==> src/rtl/ram_pkg.sv <==
// Shared definitions for the two-clock RAM controllers.
// Holds the default geometry, the write FSM state encoding and the
// binary-to-Gray helper that both pointer sides use.
package ram_pkg;

  localparam int RAM_WIDTH  = 8;
  localparam int RAM_NUMBER = 3;
  localparam int RAM_DEPTH  = 1 << RAM_NUMBER;

  typedef enum logic [1:0] {
    IDLE  = 2'd0,
    WRITE = 2'd1,
    DONE  = 2'd2
  } wr_state_e;

  // Operates on a 32-bit container; callers truncate to their pointer width.
  function automatic logic [31:0] bin2gray(input logic [31:0] b);
    return b ^ (b >> 1);
  endfunction

endpackage

==> src/rtl/ram_wr_ctrl_if.sv <==
// Stream input and RAM write-port bundle for the write controller.
// master: the controller (consumes the stream, drives the RAM port).
// slave : the environment (produces the stream, observes the RAM port).
//   s_valid/s_data/s_ready : valid/ready word stream
//   cs_n/we_n              : RAM chip select / write enable, active low
//   addr_w/data_in         : RAM write address / write data
interface ram_wr_ctrl_if import ram_pkg::*; #(
  parameter int WIDTH  = RAM_WIDTH,
  parameter int NUMBER = RAM_NUMBER
) ();

  logic              s_valid;
  logic [WIDTH-1:0]  s_data;
  logic              s_ready;
  logic              cs_n;
  logic              we_n;
  logic [NUMBER-1:0] addr_w;
  logic [WIDTH-1:0]  data_in;

  modport master (
    input  s_valid, s_data,
    output s_ready, cs_n, we_n, addr_w, data_in
  );

  modport slave (
    output s_valid, s_data,
    input  s_ready, cs_n, we_n, addr_w, data_in
  );

endinterface

==> src/rtl/ram_wr_ptr.sv <==
// Binary entry counter with a registered Gray-coded copy, usable for either
// side of the RAM.
//   clk, reset_n : clock, asynchronous active-low reset
//   inc          : advance the count by one this edge
//   gray         : registered Gray code of the count (one bit changes per step)
module ram_wr_ptr import ram_pkg::*; #(
  parameter int PW = RAM_NUMBER + 1
) (
  input  logic          clk,
  input  logic          reset_n,
  input  logic          inc,
  output logic [PW-1:0] gray
);

  logic [PW-1:0] bin;
  logic [PW-1:0] bin_nxt;

  assign bin_nxt = bin + PW'(inc);

  // Gray is derived from the next count so both registers move on the same edge.
  always_ff @(posedge clk or negedge reset_n) begin
    if (!reset_n) begin
      bin  <= '0;
      gray <= '0;
    end else begin
      bin  <= bin_nxt;
      gray <= PW'(bin2gray(32'(bin_nxt)));
    end
  end

endmodule

==> src/rtl/ram_wr_ctrl.sv <==
// Write-side controller for the two-clock RAM. Takes a burst request
// (base_addr, len) and a valid/ready stream, and writes the words to
// consecutive RAM addresses (wrapping) with registered port outputs.
//   clk_1, reset_n     : write clock, asynchronous active-low reset
//   start/base_addr/len: burst request, sampled in IDLE
//   abort              : end the burst early (WRITE only)
//   bus                : stream in + RAM write port (master modport)
//   busy/done/err      : status; done and err are one-cycle pulses
//   wr_ptr_gray        : Gray-coded count of writes that have landed
//
// state | meaning
// IDLE  | waiting for start; RAM deselected
// WRITE | accepting stream beats, one RAM write per beat
// DONE  | final word on the RAM port, done pulsed
module ram_wr_ctrl import ram_pkg::*; #(
  parameter int WIDTH  = RAM_WIDTH,
  parameter int DEPTH  = RAM_DEPTH,
  parameter int NUMBER = RAM_NUMBER
) (
  input  logic              clk_1,
  input  logic              reset_n,
  input  logic              start,
  input  logic [NUMBER-1:0] base_addr,
  input  logic [NUMBER:0]   len,
  input  logic              abort,
  ram_wr_ctrl_if.master     bus,
  output logic              busy,
  output logic              done,
  output logic              err,
  output logic [NUMBER:0]   wr_ptr_gray
);

  wr_state_e         state;
  logic [NUMBER-1:0] cur_addr;
  logic [NUMBER:0]   remaining;
  logic              we_n_q;
  logic [NUMBER-1:0] addr_q;
  logic [WIDTH-1:0]  data_q;
  logic              len_ok;
  logic              beat;

  assign len_ok      = (len != '0) && (len <= (NUMBER+1)'(DEPTH));
  assign bus.s_ready = (state == WRITE) && !abort;
  assign beat        = bus.s_valid && bus.s_ready;

  assign busy        = (state == WRITE) || (state == DONE);
  assign bus.cs_n    = !busy;
  assign bus.we_n    = we_n_q;
  assign bus.addr_w  = addr_q;
  assign bus.data_in = data_q;

  always_ff @(posedge clk_1 or negedge reset_n) begin
    if (!reset_n) begin
      state     <= IDLE;
      cur_addr  <= '0;
      remaining <= '0;
      we_n_q    <= 1'b1;
      addr_q    <= '0;
      data_q    <= '0;
      done      <= 1'b0;
      err       <= 1'b0;
    end else begin
      done   <= 1'b0;
      err    <= 1'b0;
      we_n_q <= 1'b1;
      unique case (state)
        IDLE: begin
          if (start) begin
            if (len_ok) begin
              cur_addr  <= base_addr;
              remaining <= len;
              state     <= WRITE;
            end else begin
              err <= 1'b1;
            end
          end
        end
        WRITE: begin
          if (abort) begin
            state <= IDLE;
          end else if (beat) begin
            we_n_q    <= 1'b0;
            addr_q    <= cur_addr;
            data_q    <= bus.s_data;
            // DEPTH is a power of two, so natural overflow is the wrap.
            cur_addr  <= cur_addr + 1'b1;
            remaining <= remaining - 1'b1;
            if (remaining == (NUMBER+1)'(1)) begin
              state <= DONE;
              done  <= 1'b1;
            end
          end
        end
        DONE: state <= IDLE;
        default: state <= IDLE;
      endcase
    end
  end

  // A write counts once the RAM has sampled it: the edge that ends the
  // cycle in which we_n was low.
  ram_wr_ptr #(.PW(NUMBER + 1)) u_wr_ptr (
    .clk     (clk_1),
    .reset_n (reset_n),
    .inc     (!we_n_q),
    .gray    (wr_ptr_gray)
  );

endmodule

==> src/flat_wrapper.sv <==
// flat-port wrapper written by rule: the top's interface ports become plain ports
module ram_wr_ctrl_flat import ram_pkg::*;
#(
  parameter int WIDTH  = RAM_WIDTH,
  parameter int DEPTH  = RAM_DEPTH,
  parameter int NUMBER = RAM_NUMBER
)
  (clk_1, reset_n, start, base_addr, len, abort, busy, done, err, wr_ptr_gray, bus_s_valid, bus_s_data, bus_s_ready, bus_cs_n, bus_we_n, bus_addr_w, bus_data_in);
  ram_wr_ctrl_if #(.WIDTH(WIDTH), .NUMBER(NUMBER)) bus_i ();
  input  logic clk_1;
  input  logic reset_n;
  input  logic start;
  input  logic [NUMBER-1:0] base_addr;
  input  logic [NUMBER:0] len;
  input  logic abort;
  output logic busy;
  output logic done;
  output logic err;
  output logic [NUMBER:0] wr_ptr_gray;
  input wire logic [$bits(bus_i.s_valid)-1:0] bus_s_valid;
  input wire logic [$bits(bus_i.s_data)-1:0] bus_s_data;
  output wire logic [$bits(bus_i.s_ready)-1:0] bus_s_ready;
  output wire logic [$bits(bus_i.cs_n)-1:0] bus_cs_n;
  output wire logic [$bits(bus_i.we_n)-1:0] bus_we_n;
  output wire logic [$bits(bus_i.addr_w)-1:0] bus_addr_w;
  output wire logic [$bits(bus_i.data_in)-1:0] bus_data_in;
  assign bus_i.s_valid = bus_s_valid;
  assign bus_i.s_data = bus_s_data;
  assign bus_s_ready = bus_i.s_ready;
  assign bus_cs_n = bus_i.cs_n;
  assign bus_we_n = bus_i.we_n;
  assign bus_addr_w = bus_i.addr_w;
  assign bus_data_in = bus_i.data_in;
  ram_wr_ctrl #(.WIDTH(WIDTH), .DEPTH(DEPTH), .NUMBER(NUMBER)) u_core (.clk_1(clk_1), .reset_n(reset_n), .start(start), .base_addr(base_addr), .len(len), .abort(abort), .bus(bus_i), .busy(busy), .done(done), .err(err), .wr_ptr_gray(wr_ptr_gray));
endmodule
==> config.mk <==
export PLATFORM = sky130hd
export DESIGN_NAME = ram_wr_ctrl_flat
export DESIGN_NICKNAME = d
export VERILOG_FILES = /design/src/rtl/ram_pkg.sv /design/src/rtl/ram_wr_ctrl_if.sv /design/src/rtl/ram_wr_ptr.sv /design/src/rtl/ram_wr_ctrl.sv /design/src/flat_wrapper.sv
export SDC_FILE = /design/constraint.sdc
export NUM_CORES = 1
export LEC_CHECK = 0
export CORE_UTILIZATION = 47
export CTS_CLUSTER_SIZE = 10
export DETAILED_ROUTE_END_ITERATION = 8
export PLACE_DENSITY = 0.79
export RECOVER_POWER = 50
export SLEW_MARGIN = 10
export SYNTH_ARGS = -nofsm -noshare
export SYNTH_HDL_FRONTEND = slang
export SYNTH_SLANG_ARGS = --single-unit
==> constraint.sdc <==
create_clock -name clk_1 -period 2.59 [get_ports clk_1]
set_input_delay 0.259 -clock clk_1 [delete_from_list [all_inputs] [get_ports clk_1]]
set_output_delay 0.259 -clock clk_1 [all_outputs]
set_load 0.01 [all_outputs]
## After elaboration in Yosys (flattened, before gate mapping)

Index checks and enable logic that the tools add are counted.

- Bits in registers: 31
- Output and inout bits: 21
- Word-level logic and storage cells: 64

- Add/subtract/negate cells: 3
- Order comparisons: 1
- Equality and inequality tests: 9
- Mux-type cells: 26
- Bitwise logic cells: 2
- Reduce and logical (&&, ||, !) cells: 13

Operators by type and width:

| kind | count |
|---|---|
| $mux W4 | 4 |
| $mux W3 | 4 |
| $mux W1 | 10 |
| $mux W2 | 5 |
| $pmux W4 S2 | 1 |
| $pmux W3 S2 | 1 |
| $reduce_and A5 Y1 | 1 |
| $add A4 B1 Y4 | 1 |
| $eq A4 B1 Y1 const B | 1 |
| $le A4 B4 Y1 const B | 1 |
| $ne A2 B1 Y1 const B | 2 |
| $ne A2 B2 Y1 const B | 2 |
| $pmux W2 S2 | 1 |
| $reduce_and A4 Y1 | 1 |
| $reduce_bool A4 Y1 | 1 |
| $sub A4 B1 Y4 const B | 1 |
| $xor A4 B3 Y4 | 1 |
| $add A3 B1 Y3 const B | 1 |
| $logic_and A1 B1 Y1 | 3 |
| $logic_not A1 Y1 | 3 |
| $ne A3 B2 Y1 const B | 1 |
| $ne A3 B3 Y1 const B | 1 |
| $reduce_and A3 Y1 | 1 |
| $eq A2 B1 Y1 const B | 1 |
| 5 further kinds | 5 |

## Logic depth before layout (Yosys ltp)

Gate-level depths: netlist of the first run.

- Depth in word-level cells: 6
- Gate-level depth with buffers: 8

## Modules after synthesis

A second synthesis of the first run with hierarchy kept.

- Cells, all modules: 121
- Area, all modules: 1445.1 um^2

Modules (own cells, without submodules):

| module | instances | cells each | area an instance (um^2) | seq. area each (um^2) |
|---|---|---|---|---|
| ram_wr_ctrl | 1 | 103 | 1168.6 | 576.8 |
| ram_wr_ptr | 1 | 18 | 276.5 | 175.2 |

## Worst setup path after synthesis of the first run

Ideal clock, no wire load.

- Path kind: flip-flop to flip-flop
- From: reg u_core.state[0]
- To: reg u_core.cur_addr[1]
- Library setup time: 125 ps
- Data arrival time: 1664 ps
- Slack: 801 ps
- Cell stages (with the launch flop): 8
- Buffers on the path: 1
- Clock period less this slack: 1789 ps
- Path through: dfrtp_1 -> inv_1 -> ha_1 -> mux2_4 -> a21boi_4 -> and2_4 -> buf_6 -> mux2_4

- Longest elaborated chain between the ends: 5
- Elaborated cells between the ends (all ways): 11
- Classes of those cells: eq/ne: 5; mux: 1; reduce/logical: 5

RTL lines:

| element | RTL line | text |
|---|---|---|
| from (decl) | ram_wr_ctrl.sv:33 | `wr_state_e state;` |
| from (signal assigned) | ram_wr_ctrl.sv:54 | `state <= IDLE;` |
| from (signal assigned) | ram_wr_ctrl.sv:72 | `state <= WRITE;` |
| from (signal assigned) | ram_wr_ctrl.sv:80 | `state <= IDLE;` |
| $eq A2 B1 Y1 | ram_wr_ctrl.sv:43, ram_wr_ctrl.sv:66 |  |
| $logic_and A1 B1 Y1 | ram_wr_ctrl.sv:43 | `assign bus.s_ready = (state == WRITE) && !abort;` |
| $logic_and A1 B1 Y1 | ram_wr_ctrl.sv:44 | `assign beat = bus.s_valid && bus.s_ready;` |
| $ne A2 B1 Y1 (no source line) | -- |  |
| $reduce_and A5 Y1 (no source line) | -- |  |
| to (signal assigned) | ram_wr_ctrl.sv:70 | `cur_addr <= base_addr;` |
| to (signal assigned) | ram_wr_ctrl.sv:86 | `cur_addr <= cur_addr + 1'b1;` |
| to (decl) | ram_wr_ctrl.sv:34 | `logic [NUMBER-1:0] cur_addr;` |

Parallel ways exist; a longest one is shown, timed or not.
A chain may end at the register's enable or synchronous reset.

## Final worst setup path of the first run

- From: reg u_core.state[1]
- To: out bus_s_ready

- Longest elaborated chain between the ends: 2

RTL lines:

| element | RTL line | text |
|---|---|---|
| $eq A2 B1 Y1 | ram_wr_ctrl.sv:43 |  |
| $logic_and A1 B1 Y1 | ram_wr_ctrl.sv:43 |  |
| to (decl) | flat_wrapper.sv:22 | `output wire logic [$bits(bus_i.s_ready)-1:0] bus_s_ready;` |

Every way passes these cells.

==> results.py, run 1 <==
metrics = {
    "status": {
        "status": "finished, violations left",
        "failed_checks": "design-rule violations",
    },
    "global_route": {
        "grt_max_degree": 18,
        "grt_usage_pct": 18.39,
        "gr-total-overflow": 0,
        "grt_pass1_vias": 1058,
        "grt_pass1_wl_um": 4519,
        "antenna_found_initial": 0,
    },
    "logic_synthesis": {
        "synth_compound_gate_area_share_pct": 10.09,
        "synthMostInstantiatedCell": "dfrtp_1",
        "synth-edff-count": 0,
        "synth-simple-area-share_pct": 10.35,
        "syn_area_per_cell_um2": 12.40,
        "yosys.area.top_type_share_pct": 50.43,
        "synth_area_leader_cell": "dfrtp_1",
        "synth_seq_area_share_pct": 52.26,
        "yosys-top-cells-area": "dfrtp_1 50%, mux2_2 9.4%, ha_1 6.1%",
        "synth_common_cells": "29 x dfrtp_1, 12 x mux2_2, 10 x inv_1",
        "synth_adder_area_share_pct": 6.087,
        "synthXorXnorAreaFrac_pct": 3.043,
        "async_flop_share_pct": 100.0,
        "yosys_most_used_dff": "dfrtp_1",
        "synthMuxAreaShare_pct": 12.17,
        "synth_seq_cells": 30,
        "synth_top_family_by_area": "multiplexers",
        "syn_nets": 143,
        "synthCells": 116,
        "synthesis.area_mm2": 0.001439,
        "ys_types": 37,
        "yosys_warnings": 0,
    },
    "sta": {
        "setup_viol": 0,
        "min_period_ps": 2412,
        "max-slew-margin-rel_pct": 41.18,
        "tightest_slew_ps": 882.3,
        "fmax_mhz": 414.7,
        "fin_skew_ps": 15.61,
        "fin_tns_setup_ps": 0,
        "hold_viol_final": 0,
        "period_share_pct": 93.11,
        "rsz0062_at_grt": "false",
        "slew_violations": 0,
    },
    "clocking": {
        "cts_setup_buffers": 0,
        "htree_levels": 2,
        "cts_resized": 0,
        "cts.sinks": 30,
        "path_clk_slew_ps": 90,
        "clockRootBuffer": "clkbuf_4",
        "cts.path.max_buffers": 2,
        "cts_tree": "built",
        "clock_latency_ps": 330,
        "cts_hold_buf": 0,
        "cts_inserted_buffers": 5,
    },
    "layout": {
        "syn_to_final_growth_pct": 31.30,
        "drive_gt1_share_pct": 18.01,
        "antenna_cells": 0,
        "nNetsFinal": 187,
    },
    "floorplan": {
        "core_area_mm2": 0.002829,
        "die_h_um": 57.33,
        "io_pins": 41,
        "die_w_um": 57.33,
        "fp.dieArea_mm2": 0.003287,
        "row_count": 19,
        "start_util_pct": 50.86,
    },
    "worst_setup_path": {
        "cp_num_buf_inv": 3,
        "required_ps": 2330,
        "critical-path-slowest-cell": "clkdlybuf4s50_1",
        "critPathTopFamily": "buffers and inverters",
        "crit_path_end_kind": "output port",
        "reg2reg_to": "u_core.bus.data_in[3]",
        "max_stage_delay_ps": 570,
        "worstPathArrival_ps": 2150,
        "ff2ff_setup_slack_ps": 510,
        "crit_fanout": 11,
        "reg2reg_from": "u_core.state[1]",
        "reg2reg_depth": 6,
        "cp-start-kind": "register",
        "worstPathCellList": "inv_1, ha_1, inv_2, nor2_4, clkdlybuf4s50_1",
        "path_class": "register to output port",
    },
    "placed_design": {
        "gp_congestion": 0.8703,
        "dpl.hpwl_um": 2182,
        "io_buffers": 40,
    },
    "flow_run": {
        "max_cap_violations": 0,
    },
    "routing": {
        "drt-total-wl_um": 2871,
        "ant_nets": 0,
        "drc": 6,
        "drt-initial-drc-count": 56,
        "dr_total_vias": 1078,
        "dr.pass1.iters": 6,
        "via_per_inst": 5.615,
        "wl_per_cell_um": 14.95,
    },
    "power": {
        "p_per_area_mw_per_mm2": 1105,
        "p_leak_nw": 0.8463,
        "peakVddDrop_mv": 0.6723,
        "p_total_mw": 2.088,
    },
    "hold_path": {
        "hold_class": "input pin to asynchronous set/reset pin",
    },
}
[final cells by class]
cell class | count | area, um2
clock inverters | 2 | 10.01
clock buffers | 6 | 41.29
fillers | 216 | 939.7
well taps | 31 | 38.79
repair buffers | 42 | 411.6
inverters | 11 | 41.29
flip-flops and latches | 30 | 752.0
multi-input cells | 70 | 594.3
[registers in the layout, indices dropped and copies added, names as in the netlist]
register,count
u_core.state,2
u_core.bus.data_in,8
u_core.cur_addr,3
u_core.bus.we_n,1
u_core.u_wr_ptr.gray,3
u_core.err,1
u_core.bus.addr_w,3
u_core.remaining,4
u_core.done,1
u_core.u_wr_ptr.bin,4
[logic make-up after synthesis]
family | Yosys count
flops | 30
compound gates | 19
xor+xnor | 5
mux | 15
buf+inv | 16
fa+ha+maj | 7
simple gates | 24
[worst reg2reg max path: stages, from the launching register on]
cell	delay, ps
dfrtp_1	360
inv_1	90
ha_1	420
inv_2	190
nor2_4	210
nand2_1	320
mux2_2	390
[metal layers]
metal  up-vias  global-route usage [%]  part of all wire, %
met5         -                       0                    0
met4         0                   7.317                  1.6
met3         8                   5.215                  8.7
met2        61                   33.78                   50
met1       511                   19.85                   39
li1        498                       -                    -
[layout by cell type (no fill, tap or decap), types with 5 or more instances in the layout]
master | synthesis | routed
clkbuf_4 | 0 | 5
clkdlybuf4s50_1 | 0 | 36
dfrtp_1 | 29 | 29
ha_1 | 7 | 7
inv_1 | 10 | 10
mux2_2 | 12 | 12
nand4_1 | 5 | 5
[power breakdown]
| part | switching, mW | internal (mW) | total [mW] |
|---|---|---|---|
| combinational | 0.467 | 0.566 | 1.03 |
| clock | 0.158 | 0.103 | 0.262 |
| sequential | 0.111 | 0.683 | 0.794 |
| total | 0.736 | 1.35 | 2.09 |
[per-stage QoR]
| step | area, um2 | worst slack (ps) | hold WS (ps) | utilization [%] | cells |
|---|---|---|---|---|---|
| 5_1_grt | 1889 | 89.66 | 424.8 | 66.78 | 192 |
| 3_5_place_dp | 1848 | 525.9 | 494.8 | 65.33 | 184 |
| 6_report | 1889 | 178.5 | 371.3 | 66.78 | 192 |
| 2_1_floorplan | 1439 | 801.3 | -36.59 | - | 116 |
| 3_3_place_gp | 1848 | 589.6 | 486.7 | 65.33 | 184 |
| 4_1_cts | 1899 | 190.5 | 315.4 | 67.14 | 192 |
[worst max-delay path by stage]
| stage | startpoint | end | slack, ps | depth (start not counted) |
|---|---|---|---|---|
| after floorplan | u_core.state[0] | u_core.cur_addr[1] | 800 | 7 |
| after global placement | bus_s_valid | u_core.cur_addr[1] | 590 | 5 |
| after detailed placement | u_core.state[1] | u_core.bus.data_in[0] | 530 | 6 |
| after CTS | u_core.state[1] | bus_s_ready | 190 | 5 |
| after global routing | u_core.state[1] | bus_s_ready | 90 | 5 |
| final | u_core.state[1] | bus_s_ready | 180 | 5 |
Power figures use the tool's default switching activity.
==> inputs of run 2 (changes only) <==
--- a/config.mk
+++ b/config.mk
@@ -5,10 +5,11 @@
 export SDC_FILE = /design/constraint.sdc
 export NUM_CORES = 1
 export LEC_CHECK = 0
-export CORE_UTILIZATION = 47
+export CORE_UTILIZATION = 66
 export CTS_CLUSTER_SIZE = 10
 export DETAILED_ROUTE_END_ITERATION = 8
-export PLACE_DENSITY = 0.79
+export DONT_BUFFER_PORTS = 1
+export PLACE_DENSITY = 0.82
 export RECOVER_POWER = 50
 export SLEW_MARGIN = 10
 export SYNTH_ARGS = -nofsm -noshare
==> constraint.sdc (replaced) <==
create_clock -name clk_1 -period 3.09 [get_ports clk_1]
set_input_delay 0.309 -clock clk_1 [delete_from_list [all_inputs] [get_ports clk_1]]
set_output_delay 0.309 -clock clk_1 [all_outputs]
set_load 0.01 [all_outputs]
==> run 2 against run 1 <==
Compared with the run above:
- the flow now finishes without violations
- non-clock buffer count decreased by 39
- sequential power decreased by 7.4%
- worst setup slack better by 760 ps
- core utilization up 9.5 points
- sequential share of layout area up 9.5 points
==> results.py, run 2 (synthesis results as in run 1) <==
metrics = {
    "global_route": {
        "grt_use_met3_pct": 9.434,
        "use_met1_pct": 30.92,
        "grt_pass1_wl_um": 4360,
        "grt_max_degree": 31,
        "antenna_found_initial": 0,
        "grtUsageMet2_pct": 41.20,
        "grt_usage_pct": 26.14,
        "gr-total-overflow": 0,
        "grt_pass1_vias": 934,
        "grt.busiest_layer": "met2",
    },
    "worst_setup_path": {
        "worstPathArrival_ps": 2380,
        "required_ps": 3320,
        "ff2ff_setup_slack_ps": 940,
        "path_class": "register to register",
        "crit_fanout": 12,
        "crit_path_end_kind": "register",
        "cp-start-kind": "register",
    },
    "power": {
        "power.internal_mw": 1.006,
        "switchingPower_uw": 595.8,
        "p_total_mw": 1.602,
        "p_comb_share_pct": 34.9,
        "seqPwrFrac_pct": 45.9,
        "p_leak_nw": 0.7038,
        "p_per_area_mw_per_mm2": 1049,
        "peakVddDrop_mv": 0.6782,
        "switching_share_pct": 37.20,
        "p_clk_share_pct": 19.2,
    },
    "sta": {
        "tightest_slew_ps": 1476,
        "min_period_ps": 2154,
        "fmax_mhz": 464.2,
        "fin_skew_ps": 17.55,
        "fin_tns_setup_ps": 0,
        "period_share_pct": 69.71,
        "setup_viol": 0,
        "slew_violations": 0,
        "hold_viol_final": 0,
        "rsz0062_at_grt": "false",
        "max-slew-margin-rel_pct": 1.616,
    },
    "layout": {
        "fill_cells": 121,
        "antenna_cells": 0,
        "layout_common_cells": "29 x dfrtp_1, 12 x mux2_2, 10 x inv_1, 7 x ha_1",
        "syn_to_final_growth_pct": 6.087,
        "multiInputGateArea_um2": 600.6,
        "largest_reg_flops": 8,
        "drive_gt1_share_pct": 25.41,
        "nNetsFinal": 148,
        "seq_area_um2": 752.0,
        "mostFrequentLayoutCell": "dfrtp_1",
    },
    "routing": {
        "ant_nets": 0,
        "wl_per_cell_um": 17.52,
        "drt-total-wl_um": 2611,
        "drc": 0,
        "drt-initial-drc-count": 22,
        "dr_total_vias": 920,
        "dr.pass1.iters": 4,
        "via_per_inst": 6.174,
    },
    "placed_design": {
        "dpl.hpwl_um": 1784,
        "gp_congestion": 0.8911,
        "io_buffers": 0,
    },
    "floorplan": {
        "start_util_pct": 71.88,
        "die_w_um": 48.69,
        "io_pins": 41,
        "core_area_mm2": 0.002002,
        "fp.dieArea_mm2": 0.002371,
        "die_h_um": 48.69,
        "row_count": 16,
    },
    "status": {
        "status": "completed",
    },
    "flow_run": {
        "max_cap_violations": 0,
    },
    "clocking": {
        "clock_latency_ps": 340,
        "cts.sinks": 30,
        "cts_inserted_buffers": 5,
        "path_clk_slew_ps": 110,
        "clockRootBuffer": "clkbuf_4",
        "htree_levels": 2,
        "cts.path.max_buffers": 2,
        "cts_tree": "built",
    },
    "hold_path": {
        "hold_class": "input pin to register",
    },
}
[run 2: cell type report]
cell class / count / share of cell area [%]
repair buffers: 3 / 1.393
clock inverters: 3 / 2.623
flip-flops and latches: 30 / 49.26
clock buffers: 5 / 2.459
multi-input cells: 70 / 39.34
well taps: 27 / 2.213
inverters: 11 / 2.705
[run 2: power groups by stage]
stage	logic, mW	registers, mW	clock network (mW)
2_1_floorplan	0.496	0.706	0
3_3_place_gp	0.515	0.729	0
3_5_place_dp	0.542	0.739	0
4_1_cts	0.567	0.737	0.317
5_1_grt	0.633	0.756	0.335
6_report	0.559	0.735	0.308
[run 2: final timing paths]
check / from / endpoint / cells past startpoint
setup reg to reg: u_core.state[1] / u_core.bus.addr_w[0] / 6
hold / removal: abort / u_core.done / 1
min in group asynchronous: reset_n / u_core.bus.addr_w[0] / 2
max in group asynchronous: reset_n / u_core.u_wr_ptr.gray[2] / 2
setup / recovery: u_core.state[1] / u_core.bus.addr_w[0] / 6
hold reg to reg: u_core.u_wr_ptr.bin[0] / u_core.u_wr_ptr.bin[0] / 1
[run 2: metal layers]
metal	vias up	part of all wire [%]
met4	0	2.7
li1	423	-
met2	50	50
met3	8	9.1
met5	-	0
met1	439	38
[run 2: per-stage QoR]
step	setup slack [ps]	instances	hold WS (ps)	instance area [um2]	util, %
after floorplan	1301	116	13.41	1439	-
after global placement	1061	139	13.93	1435	71.69
after detailed placement	964.7	139	13.92	1435	71.69
after CTS	923.7	149	38.49	1543	77.06
after global routing	797.7	149	25.02	1526	76.25
final	935.8	149	50.02	1526	76.25
[run 2: what timing repair did]
action	CTS	global route
resized for setup	0	0
hold buffers	2	0
setup buffers	0	0
hold endpoints to repair	30	0
[run 2: worst max-delay path, cell delays in order (launching register included)]
cell and delay [ps]:
dfrtp_1 370, inv_1 80, ha_1 410, inv_2 190, nor2_4 220, nand2_1 350
mux2_2 430
==> inputs of run 3 (changes only) <==
--- a/config.mk
+++ b/config.mk
@@ -5,11 +5,11 @@
 export SDC_FILE = /design/constraint.sdc
 export NUM_CORES = 1
 export LEC_CHECK = 0
-export CORE_UTILIZATION = 66
+export CORE_UTILIZATION = 55
 export CTS_CLUSTER_SIZE = 10
 export DETAILED_ROUTE_END_ITERATION = 8
 export DONT_BUFFER_PORTS = 1
-export PLACE_DENSITY = 0.82
+export PLACE_DENSITY = 0.73
 export RECOVER_POWER = 50
 export SLEW_MARGIN = 10
 export SYNTH_ARGS = -nofsm -noshare
==> constraint.sdc (replaced) <==
create_clock -name clk_1 -period 1.92 [get_ports clk_1]
set_input_delay 0.192 -clock clk_1 [delete_from_list [all_inputs] [get_ports clk_1]]
set_output_delay 0.192 -clock clk_1 [all_outputs]
set_load 0.01 [all_outputs]
==> run 3 against run 2 <==
Compared with the run above:
- non-clock buffer count increased by 8
- sequential cell count is the same
- first-iteration DRC count is 73% lower
- worst hold slack got worse by 38 ps
- cell count is 7.4% higher
- critical endpoint is now u_core.cur_addr[1]
- largest cell class unchanged
==> results.py, run 3 (synthesis results as in run 1) <==
metrics = {
    "sta": {
        "fmax_mhz": 550.9,
        "slew_violations": 0,
        "hold_viol_final": 0,
        "period_share_pct": 94.54,
        "min_period_ps": 1815,
        "fin_skew_ps": 13.06,
        "fin_tns_setup_ps": 0,
        "rsz0062_at_grt": "false",
        "setup_viol": 0,
        "tightest_slew_ps": 1285,
        "max-slew-margin-rel_pct": 14.34,
        "setup_slack_ps": 104.9,
    },
    "global_route": {
        "gr-total-overflow": 0,
        "grt_pass1_vias": 993,
        "grt_max_degree": 31,
        "grt_pass1_wl_um": 4395,
        "antenna_found_initial": 0,
        "grt_usage_pct": 22.90,
        "grt_use_met3_pct": 8.621,
        "grt.busiest_layer": "met2",
        "use_met1_pct": 25.14,
        "grtUsageMet2_pct": 37.97,
    },
    "routing": {
        "drt-total-wl_um": 2678,
        "dr.pass1.iters": 4,
        "drc": 0,
        "drt-initial-drc-count": 6,
        "wl_per_cell_um": 16.74,
        "via_per_inst": 5.981,
        "ant_nets": 0,
        "dr_total_vias": 957,
    },
    "power": {
        "p_leak_nw": 0.7533,
        "peakVddDrop_mv": 1.042,
        "p_per_area_mw_per_mm2": 1638,
    },
    "worst_setup_path": {
        "required_ps": 2150,
        "reg2reg_depth": 6,
        "cp-start-kind": "register",
        "path_class": "register to register",
        "worstPathArrival_ps": 2040,
        "reg2reg_to": "u_core.cur_addr[1]",
        "reg2reg_from": "u_core.state[1]",
        "crit_fanout": 7,
        "ff2ff_setup_slack_ps": 100,
        "crit_path_end_kind": "register",
    },
    "status": {
        "status": "completed",
    },
    "floorplan": {
        "row_count": 18,
        "io_pins": 41,
        "fp.dieArea_mm2": 0.002825,
        "start_util_pct": 58.08,
        "die_w_um": 53.15,
        "core_area_mm2": 0.002477,
        "die_h_um": 53.15,
    },
    "clocking": {
        "cts.sinks": 30,
        "cts_tree": "built",
        "path_clk_slew_ps": 100,
        "clockRootBuffer": "clkbuf_4",
        "cts.path.max_buffers": 2,
        "cts_resized": 0,
        "cts_inserted_buffers": 5,
        "htree_levels": 2,
        "clock_latency_ps": 330,
        "cts_setup_buffers": 0,
    },
    "placed_design": {
        "gp_congestion": 0.8948,
        "dpl.hpwl_um": 1928,
        "place_ws_ps": 118.5,
        "io_buffers": 0,
    },
    "layout": {
        "largest_reg_flops": 8,
        "syn_to_final_growth_pct": 12.52,
        "antenna_cells": 0,
        "mostFrequentLayoutCell": "dfrtp_1",
        "fill_cells": 186,
        "nNetsFinal": 156,
        "drive_gt1_share_pct": 26.15,
        "layout_common_cells": "29 x dfrtp_1, 12 x mux2_2, 10 x inv_1, 7 x ha_1, 6 x dlygate4sd3_1",
    },
    "hold_path": {
        "hold_start": "base_addr[0]",
        "holdPathEnd": "u_core.cur_addr[0]",
        "worstHoldPathCells": 2,
        "hold_class": "input pin to register",
    },
    "flow_run": {
        "max_cap_violations": 0,
    },
}
## run 3: through the flow
step / instances / cell area, um2 / total power [mW] / hold slack [ps] / util, %
after floorplan: 116 / 1439 / 1.934 / -103.6 / -
after global placement: 145 / 1461 / 2.044 / -103.0 / 58.99
after detailed placement: 145 / 1461 / 2.127 / -103.0 / 58.99
after CTS: 158 / 1607 / 2.683 / 3.768 / 64.85
after global routing: 160 / 1619 / 2.860 / 2.750 / 65.35
final: 160 / 1619 / 2.652 / 11.68 / 65.35
## run 3: power by group
group	internal (mW)	leakage, nW	total [mW]	switching, mW
sequential	0.925	0.359	1.17	0.249
clock	0.311	0.0455	0.529	0.218
combinational	0.465	0.349	0.949	0.485
total	1.70	0.753	2.65	0.952
## run 3: worst max path at each step
stage,from,endpoint,slack (ps),cells past startpoint
CTS,u_core.state[0],u_core.cur_addr[1],110,6
floorplan,u_core.state[0],u_core.cur_addr[1],130,7
global route,u_core.state[0],u_core.cur_addr[1],50,6
finish,u_core.state[1],u_core.cur_addr[1],100,6
detailed placement,u_core.state[0],u_core.cur_addr[1],120,6
global placement,u_core.state[0],u_core.cur_addr[1],180,6
## run 3: critical path, stage by stage (launching register included)
cell	delay, ps
dfrtp_1	380
inv_1	90
ha_1	250
mux2_4	350
a21boi_4	160
and2_4	190
mux2_4	290
## run 3: routing by layer
layer  routed length (um)  up-vias
met5                    0        -
met4                   65        0
met3                  212        6
met2                 1304       46
met1                 1095      464
li1                     -      441
## run 3: area by class of cell
class,instances,area (um2),area share (%)
flip-flops and latches,30,752.0,46.45
multi-input cells,70,600.6,37.09
repair buffers,11,102.6,6.337
clock buffers,7,55.05,3.400
inverters,11,41.29,2.550
well taps,30,37.54,2.318
clock inverters,1,30.03,1.855
## run 3: repair_timing
action,in CTS,in global routing
hold endpoints to repair,33,2
setup endpoints to repair,0,0
hold buffers,5,2
